--- config.mk ---
export PLATFORM = sky130hd
export DESIGN_NAME = master_0_b2p_channel_filter
export DESIGN_NICKNAME = d
export VERILOG_FILES = /design/src/rtl/master_0_b2p_channel_filter.sv
export SDC_FILE = /design/constraint.sdc
export NUM_CORES = 1
export LEC_CHECK = 0
export ABC_AREA = 1
export BUFFER_PORTS_ARGS = -buffer_cell sky130_fd_sc_hd__buf_4
export CAP_MARGIN = 20
export CORE_MARGIN = 8
export CORE_UTILIZATION = 33
export CTS_CLUSTER_DIAMETER = 120
export CTS_CLUSTER_SIZE = 25
export DETAILED_ROUTE_END_ITERATION = 16
export PLACE_DENSITY = 0.52
export SLEW_MARGIN = 40
export SYNTH_ARGS = -nofsm -noshare
export SYNTH_HDL_FRONTEND = slang
export SYNTH_SLANG_ARGS = --single-unit
export TNS_END_PERCENT = 100
--- constraint.sdc ---
create_clock -name clk -period 1.7 [get_ports clk]
set_clock_uncertainty 0.1 [all_clocks]
set_input_delay 0.17 -clock clk [delete_from_list [all_inputs] [get_ports clk]]
set_output_delay 0.17 -clock clk [all_outputs]
set_load 0.005 [all_outputs]
--- src/rtl/master_0_b2p_channel_filter.sv ---
// Channel filter for a byte stream: forwards packets of ACCEPT_CHANNEL, drops the rest.
// Latency: 1 cycle from acceptance to out_* when the 2-entry output FIFO is empty.
// Backpressure: in_ready falls while the FIFO holds 2 beats; dropped beats also wait for in_ready.
//
// Ports:
//   clk, reset           - single rising-edge clock, synchronous active-high reset
//   in_*                 - channelized valid/ready input stream (in_channel sampled on SOP only)
//   out_*                - filtered valid/ready output stream, driven from the FIFO head
//   drop_count           - number of dropped packets, saturating at 16'hFFFF
//   protocol_error       - one-cycle pulse the cycle after a framing violation is accepted
module master_0_b2p_channel_filter #(
   parameter int ACCEPT_CHANNEL = 0,
   parameter int CHANNEL_WIDTH  = 8
) (
   input  logic                     clk,
   input  logic                     reset,
   output logic                     in_ready,
   input  logic                     in_valid,
   input  logic [7:0]               in_data,
   input  logic                     in_startofpacket,
   input  logic                     in_endofpacket,
   input  logic [CHANNEL_WIDTH-1:0] in_channel,
   input  logic                     out_ready,
   output logic                     out_valid,
   output logic [7:0]               out_data,
   output logic                     out_startofpacket,
   output logic                     out_endofpacket,
   output logic [15:0]              drop_count,
   output logic                     protocol_error
);

   typedef enum logic [1:0] {
      IDLE = 2'd0,
      PASS = 2'd1,
      DROP = 2'd2
   } state_t;

   typedef struct packed {
      logic [7:0] data;
      logic       sop;
      logic       eop;
   } beat_t;

   localparam logic [CHANNEL_WIDTH-1:0] MATCH_CHANNEL = CHANNEL_WIDTH'(ACCEPT_CHANNEL);

   state_t      state;
   state_t      state_next;

   beat_t       fifo_mem [2];
   logic        wr_ptr;
   logic        rd_ptr;
   logic [1:0]  fill;

   logic        accept;
   logic        pop;
   logic        push;
   logic        drop_pkt;
   logic        frame_err;

   logic [15:0] drop_cnt;
   logic        perr_q;

   // Gating with reset keeps the source stalled during reset without waiting
   // for the registered fill to clear.
   assign in_ready  = !reset && (fill != 2'd2);
   assign accept    = in_valid && in_ready;
   assign out_valid = (fill != 2'd0);
   assign pop       = out_valid && out_ready;

   assign out_data          = fifo_mem[rd_ptr].data;
   assign out_startofpacket = fifo_mem[rd_ptr].sop;
   assign out_endofpacket   = fifo_mem[rd_ptr].eop;

   assign drop_count     = drop_cnt;
   assign protocol_error = perr_q;

   // Packet framing FSM. Only accepted beats move it. An SOP seen mid-packet
   // flags an error and then restarts filtering on the new SOP; the truncated
   // packet is left without an EOP on purpose.
   always_comb begin
      state_next = state;
      push       = 1'b0;
      drop_pkt   = 1'b0;
      frame_err  = 1'b0;

      if (accept) begin
         if (in_startofpacket) begin
            if (state != IDLE) begin
               frame_err = 1'b1;
            end
            if (in_channel == MATCH_CHANNEL) begin
               push       = 1'b1;
               state_next = in_endofpacket ? IDLE : PASS;
            end else begin
               drop_pkt   = 1'b1;
               state_next = in_endofpacket ? IDLE : DROP;
            end
         end else begin
            unique case (state)
               IDLE: begin
                  // Stray continuation beat: no packet is open, discard it.
                  frame_err = 1'b1;
               end
               PASS: begin
                  // Channel is only meaningful on SOP; continuation beats follow the packet.
                  push = 1'b1;
                  if (in_endofpacket) begin
                     state_next = IDLE;
                  end
               end
               DROP: begin
                  if (in_endofpacket) begin
                     state_next = IDLE;
                  end
               end
               default: begin
                  state_next = IDLE;
               end
            endcase
         end
      end
   end

   always_ff @(posedge clk) begin
      if (reset) begin
         state       <= IDLE;
         fill        <= 2'd0;
         wr_ptr      <= 1'b0;
         rd_ptr      <= 1'b0;
         fifo_mem[0] <= '0;
         fifo_mem[1] <= '0;
         drop_cnt    <= 16'd0;
         perr_q      <= 1'b0;
      end else begin
         state  <= state_next;
         perr_q <= frame_err;

         // push only happens with in_ready high, so the FIFO can never overflow.
         if (push) begin
            fifo_mem[wr_ptr] <= '{data: in_data, sop: in_startofpacket, eop: in_endofpacket};
            wr_ptr           <= ~wr_ptr;
         end
         if (pop) begin
            rd_ptr <= ~rd_ptr;
         end

         unique case ({push, pop})
            2'b10:   fill <= fill + 2'd1;
            2'b01:   fill <= fill - 2'd1;
            default: fill <= fill;
         endcase

         if (drop_pkt && (drop_cnt != 16'hFFFF)) begin
            drop_cnt <= drop_cnt + 16'd1;
         end
      end
   end

endmodule
---- Word level (Yosys, flattened, before mapping) ----
Memory sizes are Yosys's and may differ from the RTL's. A register that Yosys moved wholly into a read port is not among the register bits.
Cells that the tools add are included.
cells by class
  $add $sub $neg .......................... 3
  equality and inequality tests ........... 8
  mux-type cells .......................... 27
  bitwise operators ....................... 3
  reduce and logical (&&, ||, !) cells .... 14
operators by type and width
  cell                                                    count
  2-to-1 mux 1 bit                                        20
  adder 16 x 1 -> 16 bit (second input constant)          1
  inequality test 16 bit (second input constant)          1
  2-to-1 mux 10 bit                                       1
  OR reduction 10 bit                                     1
  zero test 8 bit                                         1
  2-to-1 mux 2 bit                                        4
  case mux 2 bit (2 select lines)                         2
  nonzero test 2 bit                                      3
  equality test 2 x 1 -> 1 bit (second input constant)    2
  equality test 2 bit (second input constant)             2
  logical AND 1 bit                                       4
  inequality test 2 bit (second input constant)           2
  OR reduction 2 bit                                      2
  inequality test 3 x 1 -> 1 bit (second input constant)  1
  inverter 1 bit                                          3
  AND reduction 3 bit                                     1
  adder 2 x 1 -> 2 bit (second input constant)            1
  zero test 2 bit                                         1
  subtractor 2 x 1 -> 2 bit (second input constant)       1
  zero test 1 bit                                         1
word-level totals
  register bits after elaboration ......... 23
  RAM bits ................................ 20
  output and inout port bits .............. 29
  memories kept ........................... 1
memory list
  memory    depth  bits a word  rd ports  clocked after memory_dff  wr ports  line  text
  fifo_mem  2      10           1         1                         2         49    beat_t fifo_mem [2];

---- Logic depth before layout (Yosys ltp) ----
Gate-level depths: netlist (run 1).
  word-level depth ........................ 9
  depth in mapped cells ................... 11
  gate-level depth less buffers ........... 11

---- Least setup slack after synthesis (run 1) ----
No wires, ideal clock.
  path kind ............................... reg-to-reg
  start point ............................. register fill[0]
  end point ............................... register fill[1]
  library setup time ...................... 122 ps
  arrival ................................. 1,528 ps
  required time ........................... 1,478 ps
  setup slack ............................. -50 ps
  cell stages (with the launch flop) ...... 11
  path buffers ............................ 0
  clock period less this slack ............ 1,750 ps
  cells stage by stage .................... dfxtp_1 inv_2 nand2_1 nand3_4 nor2_2 nand2_1 ha_1 a21oi_1 o21ai_0 o21ai_0 a21oi_1
on the way
  cells in the longest elaborated chain, start to end .. 6
RTL lines
  element                                                                line  text
  from (decl)                                                            52    logic [1:0] fill;
  from (signal assigned)                                                 148   2'b10: fill <= fill + 2'd1;
  from (signal assigned)                                                 149   2'b01: fill <= fill - 2'd1;
  from (signal assigned)                                                 150   default: fill <= fill;
  inequality test 2 bit                                                  65    assign in_ready = !reset && (fill != 2'd2);
  logical AND 1 bit                                                      65
  logical AND 1 bit                                                      66    assign accept = in_valid && in_ready;
  2-to-1 mux 1 bit                                                       86    if (accept) begin
  equality test 2 x 1 -> 1 bit or equality test 2 bit (tied branches)    147   unique case ({push, pop})
  case mux 2 bit (2 select lines) or nonzero test 2 bit (tied branches)  --
Parallel ways exist; a longest one is shown, timed or not.
A chain may end at the register's enable or synchronous reset.

==> results of run 1 <==
==> path summary, 6_finish.rpt <==
check | end | slack, ps | cells after the start
min reg2reg | rd_ptr$_SDFFE_PP0P_ | 360 | 1
max reg2reg | fifo_mem[1][1]$_SDFFCE_PN0P_ | 100 | 8
min | fifo_mem[1][9]$_SDFFCE_PN0P_ | 70 | 3
max | fifo_mem[1][1]$_SDFFCE_PN0P_ | 100 | 8
==> what timing repair did <==
| item | CTS | global route |
|---|---|---|
| endpoints found under the setup margin | 1 | 19 |
| endpoints found under the hold margin | 4 | 0 |
| pin swaps | 1 | 4 |
| hold buffers | 2 | 0 |
| cloned | 0 | 1 |
| resized for setup | 3 | 14 |
==> worst max-delay path, cell delays in order, from the launching register on <==
cell and delay, ps:
dfxtp_2 320, inv_1 60, ha_1 150, nor2_2 50, nor2_4 100, buf_4 140, nand3_2 120, nand2_1 130
buf_12 140
==> cells by family (layout without fill, tap and decap cells) <==
kind of cell | count (synthesis) | after routing
fa+ha+maj | 5 | 5
flops | 44 | 44
buf+inv | 44 | 123
mux | 10 | 10
simple gates | 144 | 145
compound gates | 28 | 28
xor+xnor | 8 | 8
==> flip-flops by register name, indices dropped and copies added (netlist names), named ones only <==
| register | cells |
|---|---|
| state | 2 |
| fifo_mem | 20 |
| wr_ptr | 1 |
| rd_ptr | 1 |
| protocol_error | 1 |
| fill | 2 |
| drop_count | 16 |
==> cells in the final DEF, fill, tap and decap left out, drive strengths merged <==
cell and n:
mux2 10, nor3 1, xor2 4, xnor2 4
nand3 12, clkinv 1, nand2 63, nand4 5
inv 40, dfxtp 24, dlygate4sd3 2, edfxtp 20
o21ai 12, clkbuf 6, buf 73, nor2 63
a21oi 16, clkinvlp 1, or2 1, ha 5
==> per-layer routing <==
metal  vias up  part of all wire, %
met1       878                   43
li1       1057                    -
met5         -                    0
met2        41                   50
met4         0                  1.1
met3         6                  5.9
==> area by class of cell <==
cell class              instances  share of cell area [%]
flip-flops and latches         44                   35.19
well taps                      80                   3.247
clock buffers                   6                   2.354
inverters                      40                   4.870
multi-input cells             196                   34.70
clock inverters                 2                  0.4058
repair buffers                 75                   19.24
==> power breakdown <==
group	switching [mW]	leakage (nW)	internal [mW]	total [mW]
registers	0.0279	0.404	1.15	1.18
logic	0.171	0.989	0.202	0.373
clock network	0.365	0.0412	0.288	0.652
==> per-stage QoR <==
stage	cell area (um2)	setup slack, ps	std cells	setup TNS, ps
global route	3083	-19.31	443	-19.31
CTS	3032	5.636	442	0
global placement	2923	-39.45	432	-39.45
detailed placement	2923	-72.65	432	-72.65
floorplan	2276	3.172	283	0
finish	3083	100.6	443	0
==> run metrics, run 1 <==
Commonest cells post-synth=63 x nand2_1, 59 x nor2_1, 37 x inv_1, 24 x dfxtp_1, 20 x edfxtp_1; Post-synth EDFFs=20; top_reg_cell synth=dfxtp_1; post-synthesis cell area=2268 um2; clk slew on worst S/H paths=80 ps; PD cells=716.3 nW/um2; Period minus WS final=1599 ps; DRT Pass-1 Iters=4; asr flop ratio synth=0%; crit end category=flop; 1st-iter DRT viols=42; slew margin rel.=80.15%; worst-skew pair later-pin latency=300 ps; fill cell count=677; Post-Route WL=5331 um; fin. max-slew vios=0; drc violations=0; Hold Crit Start=in_data[7]; Clock Path Buffers=2; Synth Area in Compound Gates=6.178%; Crit Path Class=flop to flop; # diodes=0; most used routing layer=met2; Routed WL per cell=12.03 um; most frequent cell after synthesis=nand2_1; post-synthesis simple-gate area fraction=27.58%; post-synth top area share=26.48%; hold_ws=74.92 ps; Post-Synthesis Cells=283; met1 usage in global routing=12.45%; layout cells sized above 1=32.78%; Die ar.=9783 um2; Startpoint Class=flop; die height=98.91 um; synth warn=0; Critical path origin=state[1]$_SDFFE_PP0P_; r2r startpoint=state[1]$_SDFFE_PP0P_; Core ar.=6719 um2; Finished Core Util=45.88%; area leader, netlist=edfxtp_1; WP data arrival=1520 ps; CTS Sinks=44; Slew @ Worst Pin=297.4 ps; Synth area leaders=edfxtp_1 26%, dfxtp_1 21%, nand2_1 10%; multi-input logic area=1070 um2; largest family of logic cells by synthesized area=simple AND/OR/NAND/NOR gates; met2 Use GR=19.07%; sequential-to-total area share from yosys stat=47.66%; H-Tree Depth=2; first-pass GRT wire length=8845 um; CTS Buf Count=5; row cnt=30; Post-CTS Setup Inserts=0; Area Overhead vs Synth=35.91%; antenna violations before repair=0; post-DP HPWL=3844 um; Final ANT Viol Nets=0; post-synthesis mux area share=4.964%; Synth Net Count=310; gr usage total=11.11%; adder-cell share of the synthesized area=2.758%; vias per cell=4.474; CP Data Required Time=1620 ps; M3 GR Usage=4.228%; CTS tree=built; Fmax=0.6252 GHz; Vias=1982; clk root buf=clkbuf_8; Avg Synthesized Cell Area=8.016 um2; vias in the first global route=1952; Placer Congestion=0.7435; largest net degree at the start of global routing=20; layout net count=389; Yosys reg bits=44; status=completed; total power=2.208 mW; max cap viols=0; endpoints failing setup=0; Hold Path Class=input port to flop; die width=98.91 um; Post-Synth XOR/XNOR Area=3.089%; GRT Residual Overflow=0; Leak=1.433 nW; maximum VDD drop=346.1 uV; Tcrit/Tclk final=94.08%; I/O pins=51; Sequential Area=1085 um2; setup repair after global routing missed its margin=yes; Hold Vio Cnt, Final=0; crit path max fanout=11; Initial Utilization=33.76%; count of different cell masters after synthesis=23; # port buffers=50
(Power assumes the default switching activity.)
==> inputs of run 2 (changes only) <==
--- a/config.mk
+++ b/config.mk
@@ -8,6 +8,7 @@
 export ABC_AREA = 1
 export BUFFER_PORTS_ARGS = -buffer_cell sky130_fd_sc_hd__buf_4
 export CAP_MARGIN = 20
+export CORE_ASPECT_RATIO = 0.6
 export CORE_MARGIN = 8
 export CORE_UTILIZATION = 33
 export CTS_CLUSTER_DIAMETER = 120
==> run 2 against run 1 <==
Compared with the run above:
- maximum frequency barely moved
- register-to-register slack barely moved
- non-clock buffer count rose by 11
==> run metrics, run 2 (synthesis gave the netlist of run 1 again) <==
status=completed (unchanged); Most flops, register=fifo_mem (unchanged); Area Overhead vs Synth=45.39% (was 35.91%); I/O pins=51 (unchanged); Die ar.=9870 um2 (was 9783 um2); setup repair after global routing missed its margin=yes (unchanged); CTS Buf Count=5 (unchanged); largest net degree at the start of global routing=20 (unchanged); Slowest cell on crit path=dfxtp_2 (unchanged); Worst Hold Depth=2 (was 3); Tcrit/Tclk final=94.13% (was 94.08%); DRT Pass-1 Iters=4 (unchanged); WP data arrival=1670 ps (was 1520 ps); PD cells=853.5 nW/um2 (was 716.3 nW/um2); commonest non-fill, non-tap cells in the layout=84 x buf_4, 57 x nand2_1, 54 x nor2_1 (was 71 x buf_4, 61 x nand2_1, 55 x nor2_1); final instance area=3298 um2 (was 3083 um2); clk slew on worst S/H paths=60 ps (was 80 ps); hold endpoint=drop_count[5]$_SDFFE_PP0P_ (was fifo_mem[1][9]$_SDFFCE_PN0P_); Worst R2R Setup Slack=100 ps (about the same); Post-CTS Setup Inserts=0 (unchanged); CP Cell Sequence=inv_1 -> ha_2 -> nor2_2 -> nor2_4 -> nand2_2 -> ha_4 -> a21oi_2 -> o21ai_2 -> o21ai_1 -> a21oi_1 (was inv_1 -> ha_1 -> nor2_2 -> nor2_4 -> buf_4 -> nand3_2 -> nand2_1 -> buf_12); Hold Vio Cnt, Final=0 (unchanged); Leak=1.539 nW (was 1.433 nW); Startpoint Class=flop (unchanged); vias in the first global route=1922 (was 1952); antenna violations before repair=0 (unchanged); H-Tree Depth=2 (unchanged); clk root buf=clkbuf_16 (was clkbuf_8); fill cell count=665 (was 677); critical path depth=10 (was 8); Vias=2032 (was 1982); Period minus WS final=1600 ps (was 1599 ps); critical path buffer and inverter count=1 (was 3); fin. max-slew vios=0 (unchanged); layout cells sized above 1=36.90% (was 32.78%); gr usage total=11.93% (was 11.11%); hold_ws=26.14 ps (was 74.92 ps); CTS tree=built (unchanged); drc violations=0 (unchanged); FF-to-FF End=fill[1]$_SDFFE_PP0P_ (was fifo_mem[1][1]$_SDFFCE_PN0P_); endpoints failing setup=0 (unchanged); layout net count=400 (was 389); Hold Path Class=input port to flop (unchanged); slew margin rel.=76.47% (was 80.15%); # port buffers=50 (unchanged); vias per cell=4.408 (was 4.474); row cnt=23 (was 30); most common cell after layout, fill and taps aside=buf_4 (unchanged); max reg flops=20 (unchanged); CP peak stage delay=320 ps (about the same); Routed WL per cell=12.65 um (was 12.03 um); die height=80.22 um (was 98.91 um); hold_buf cts=0 (was 2); total power=2.815 mW (was 2.208 mW); 1st-iter DRT viols=113 (was 42); CP Data Required Time=1770 ps (was 1620 ps); r2r startpoint=state[1]$_SDFFE_PP0P_ (unchanged); # diodes=0 (unchanged); post-DP HPWL=4409 um (was 3844 um); Crit Path Class=flop to flop (unchanged); Slew @ Worst Pin=352.1 ps (was 297.4 ps); Clock Path Buffers=2 (unchanged); Post-Layout Cell Count=461 (was 443); Core ar.=6676 um2 (was 6719 um2); Post-Route WL=5832 um (was 5331 um); Placed Cells=452 (was 432); crit path max fanout=2 (was 11); max cap viols=0 (unchanged); CTS Sinks=44 (unchanged); Fmax=0.6249 GHz (was 0.6252 GHz); placed cell area=3017 um2 (was 2923 um2); first-pass GRT wire length=9377 um (was 8845 um); worst r2r path cells=10 (was 8); crit end category=flop (unchanged); largest delay contributor family on the critical path=adder cells (was simple AND/OR/NAND/NOR gates); maximum VDD drop=520.4 uV (was 346.1 uV); die width=123.0 um (was 98.91 um); Initial Utilization=33.98% (was 33.76%); Placer Congestion=0.8229 (was 0.7435); GRT Residual Overflow=0 (unchanged); Final ANT Viol Nets=0 (unchanged); Hold Crit Start=reset (was in_data[7]); worst-skew pair later-pin latency=280 ps (was 300 ps)
==> run 2: cell count changes in the layout (fill, tap and decap cells not counted), moves of 2 or more <==
cell	previous run	this run
buf_4	71	84
bufinv_16	0	2
clkbuf_16	0	5
clkbuf_8	5	0
dlygate4sd3_1	2	0
nand2_1	61	57
nand2_2	2	6
o21ai_1	3	1
o21ai_2	0	2
==> run 2: where the power goes <==
part           internal, mW  leakage [nW]  switching, mW
registers              1.16         0.403         0.0259
logic                 0.215          1.04          0.188
clock network         0.842        0.0911          0.388
total                  2.21          1.54          0.602
==> run 2: per-layer routing <==
metal	global-route usage, %	share of wire [%]
met5	0	0
met3	3.219	9.3
met4	3.584	0.46
met1	17.32	49
met2	16.69	41
==> run 2: what timing repair did <==
item	4_1_cts	5_1_grt
endpoints found under the hold margin	0	0
endpoints found under the setup margin	17	38
gates resized for setup	5	21
gates cloned	0	1
pin swaps	1	5
==> run 2: final cells by class <==
type / count / area (um2) / area share [%]
well taps: 87 / 108.9 / 3.300
flip-flops and latches: 44 / 1084 / 32.85
multi-input cells: 196 / 1105 / 33.50
repair buffers: 86 / 661.9 / 20.07
inverters: 40 / 150.1 / 4.552
clock inverters: 2 / 60.06 / 1.821
clock buffers: 6 / 128.9 / 3.907
==> run 2: worst max path at each step <==
stage | from | end | slack [ps]
after floorplan | fill[0]$_SDFFE_PP0P_ | fill[1]$_SDFFE_PP0P_ | 3
after global placement | in_channel[7] | fill[1]$_SDFFE_PP0P_ | -20
after detailed placement | state[1]$_SDFFE_PP0P_ | fill[1]$_SDFFE_PP0P_ | -90
after CTS | fill[0]$_SDFFE_PP0P_ | fill[1]$_SDFFE_PP0P_ | 2
after global routing | state[1]$_SDFFE_PP0P_ | fill[1]$_SDFFE_PP0P_ | -90
final | state[1]$_SDFFE_PP0P_ | fill[1]$_SDFFE_PP0P_ | 100
==> run 2: worst register-to-register path: cells and delay by family (launching register included) <==
kind,cells,cell delay [ps]
buf+inv,1,50
simple gates,3,280
fa+ha+maj,2,370
compound gates,4,370
flops,1,320
==> run 2: metrics by stage <==
stage	util [%]	TNS, ps	setup WS (ps)
floorplan	-	0	3.172
global placement	45.18	-25.25	-18.18
detailed placement	45.18	-99.09	-92.49
CTS	48.14	0	1.681
global route	49.40	-169.9	-88.96
finish	49.40	0	99.82
==> inputs of run 3 (changes only) <==
--- a/config.mk
+++ b/config.mk
@@ -8,13 +8,13 @@
 export ABC_AREA = 1
 export BUFFER_PORTS_ARGS = -buffer_cell sky130_fd_sc_hd__buf_4
 export CAP_MARGIN = 20
-export CORE_ASPECT_RATIO = 0.6
 export CORE_MARGIN = 8
 export CORE_UTILIZATION = 33
 export CTS_CLUSTER_DIAMETER = 120
 export CTS_CLUSTER_SIZE = 25
 export DETAILED_ROUTE_END_ITERATION = 16
 export PLACE_DENSITY = 0.52
+export SETUP_SLACK_MARGIN = 0.5
 export SLEW_MARGIN = 40
 export SYNTH_ARGS = -nofsm -noshare
 export SYNTH_HDL_FRONTEND = slang
==> run 3 against run 2 <==
Compared with the run above:
- clock power shrank 46%
- critical path depth is the same
- non-clock buffer count shrank 2
- combinational power grew 20%
- global-route usage grew 1.1 points
- setup slack gained 54 ps
- flip-flop and latch count is the same
- cell area grew 7.3%
- routed wire length grew 5.9%
- final cell count shrank 1.3%
- sequential power is essentially flat
==> run metrics, run 3 (synthesis gave the netlist of run 1 again) <==
Hold Crit Start=in_data[2] (was reset); max reg flops=20 (unchanged); PD cells=660.4 nW/um2 (was 853.5 nW/um2); Vias=2079 (was 2032); CP Data Required Time=1800 ps (was 1770 ps); Fmax=0.6466 GHz (was 0.6249 GHz); Area Overhead vs Synth=56.04% (was 45.39%); hold endpoint=fifo_mem[1][4]$_SDFFCE_PN0P_ (was drop_count[5]$_SDFFE_PP0P_); endpoints failing setup=0 (unchanged); max cap viols=0 (unchanged); Place WS=64.49 ps (was -92.49 ps); slew margin rel.=75.99% (was 76.47%); I/O pins=51 (unchanged); H-Tree Depth=2 (unchanged); first-pass GRT wire length=10360 um (was 9377 um); Crit Path Class=flop to flop (unchanged); Most flops, register=fifo_mem (unchanged); # port buffers=50 (unchanged); r2r startpoint=fill[0]$_SDFFE_PP0P_ (was state[1]$_SDFFE_PP0P_); placed cell area=2903 um2 (was 3017 um2); clk root buf=clkbuf_8 (was clkbuf_16); layout net count=401 (was 400); worst r2r path cells=10 (unchanged); DRT Pass-1 Iters=4 (unchanged); vias per cell=4.569 (was 4.408); Post-Route WL=6176 um (was 5832 um); CP Cell Sequence=inv_2 -> nand2_4 -> nand3_4 -> nor2_4 -> nand2_2 -> ha_4 -> a21oi_2 -> o21ai_2 -> o21ai_1 -> a21oi_1 (was inv_1 -> ha_2 -> nor2_2 -> nor2_4 -> nand2_2 -> ha_4 -> a21oi_2 -> o21ai_2 -> o21ai_1 -> a21oi_1); setup repair after global routing missed its margin=yes (unchanged); FF-to-FF End=fill[1]$_SDFFE_PP0P_ (unchanged); GRT Residual Overflow=0 (unchanged); Leak=1.591 nW (was 1.539 nW); Hold Vio Cnt, Final=0 (unchanged); fin. max-slew vios=0 (unchanged); critical path buffer and inverter count=1 (unchanged); maximum VDD drop=376.6 uV (was 520.4 uV); Period minus WS final=1546 ps (was 1600 ps); die width=98.91 um (was 123.0 um); Slew @ Worst Pin=360.1 ps (was 352.1 ps); largest delay contributor family on the critical path=simple AND/OR/NAND/NOR gates (was adder cells); largest net degree at the start of global routing=19 (was 20); # diodes=0 (unchanged); Routed WL per cell=13.57 um (was 12.65 um); Core ar.=6719 um2 (was 6676 um2); Die ar.=9783 um2 (was 9870 um2); crit end category=flop (unchanged); gr usage total=13.07% (was 11.93%); Hold Path Class=input port to flop (unchanged); final instance area=3540 um2 (was 3298 um2); Tcrit/Tclk final=90.97% (was 94.13%); status=completed (unchanged); drc violations=0 (unchanged); CTS Sinks=44 (unchanged); antenna violations before repair=0 (unchanged); setup TNS=0 ps (unchanged); Worst Hold Depth=3 (was 2); worst-skew pair later-pin latency=300 ps (was 280 ps); Slowest cell on crit path=dfxtp_2 (unchanged); commonest non-fill, non-tap cells in the layout=60 x buf_4, 52 x nand2_1, 44 x nor2_1 (was 84 x buf_4, 57 x nand2_1, 54 x nor2_1); crit path max fanout=3 (was 2); CTS Buf Count=5 (unchanged); die height=98.91 um (was 80.22 um); vias in the first global route=2188 (was 1922); Final ANT Viol Nets=0 (unchanged); clk slew on worst S/H paths=90 ps (was 60 ps); Initial Utilization=33.76% (was 33.98%); Placer Congestion=0.7300 (was 0.8229); Worst R2R Setup Slack=150 ps (was 100 ps); WP data arrival=1650 ps (was 1670 ps); Clock Path Buffers=2 (unchanged); Startpoint Class=flop (unchanged); setup slack after layout=153.5 ps (was 99.82 ps); post-DP HPWL=3995 um (was 4409 um); row cnt=30 (was 23); 1st-iter DRT viols=38 (was 113); most common cell after layout, fill and taps aside=buf_4 (unchanged); CTS tree=built (unchanged); CP peak stage delay=350 ps (was 320 ps); layout cells sized above 1=47.73% (was 36.90%)
## run 3: cell count changes in the layout (fill, tap and decap cells not counted), moves of 11 or more
cell     before  now
dfxtp_2       2   13
buf_4        84   60
buf_6         1   22
dfxtp_1      22    5
## run 3: layout make-up
| class | instances | area [um2] |
|---|---|---|
| timing repair buffer | 84 | 728.2 |
| fill | 640 | 3179 |
| multi-input combinational | 199 | 1354 |
| clock inverter | 3 | 18.77 |
| tap | 80 | 100.1 |
| sequential | 44 | 1120 |
| clock buffer | 5 | 68.82 |
| inverter | 40 | 150.1 |
## run 3: how the worst max path moves through the flow
stage	from	end	slack, ps	cells after the start
2_1_floorplan	fill[0]$_SDFFE_PP0P_	fill[1]$_SDFFE_PP0P_	130	10
3_3_place_gp	in_channel[7]	fill[1]$_SDFFE_PP0P_	80	12
3_5_place_dp	in_channel[7]	fill[1]$_SDFFE_PP0P_	60	12
4_1_cts	state[1]$_SDFFE_PP0P_	fill[1]$_SDFFE_PP0P_	170	10
5_1_grt	fill[0]$_SDFFE_PP0P_	fill[1]$_SDFFE_PP0P_	60	10
6_report	fill[0]$_SDFFE_PP0P_	fill[1]$_SDFFE_PP0P_	150	10
## run 3: worst reg2reg max path: cells and delay by family, from the launching register on
kind / cells / cell delay [ps]
adder cells (fa/ha/maj): 1 / 230
AND/OR/NAND/NOR: 4 / 370
AO/OA/AOI/OAI: 4 / 350
buffers and inverters: 1 / 60
flip-flops: 1 / 350
## run 3: power by group
group,internal [mW],switching (mW)
logic,0.267,0.218
registers,1.15,0.0335
clock network,0.284,0.383
## run 3: per-layer routing
metal / GRT usage, % / share of wire, %
met1: 14.69 / 44
met2: 23.08 / 50
met3: 3.735 / 5.0
met4: 4.250 / 1.3
met5: 0 / 0
## run 3: metrics by stage
step	hold WS [ps]	power, mW	instances	utilization (%)
6_report	77.57	2.337	455	52.68
5_1_grt	76.99	2.441	455	52.68
4_1_cts	67.73	2.337	448	50.15
3_5_place_dp	313.6	1.553	423	43.20
3_3_place_gp	309.0	1.547	423	43.20
2_1_floorplan	131.7	1.386	283	-
## run 3: timing repair
| item | CTS | global route |
|---|---|---|
| endpoints found under the setup margin | 75 | 80 |
| buffers inserted | 12 | 5 |
| resized for setup | 73 | 34 |
| hold buffers | 1 | 0 |
| cloned | 4 | 2 |
| pin swaps | 15 | 14 |
| hold endpoints to repair | 6 | 0 |
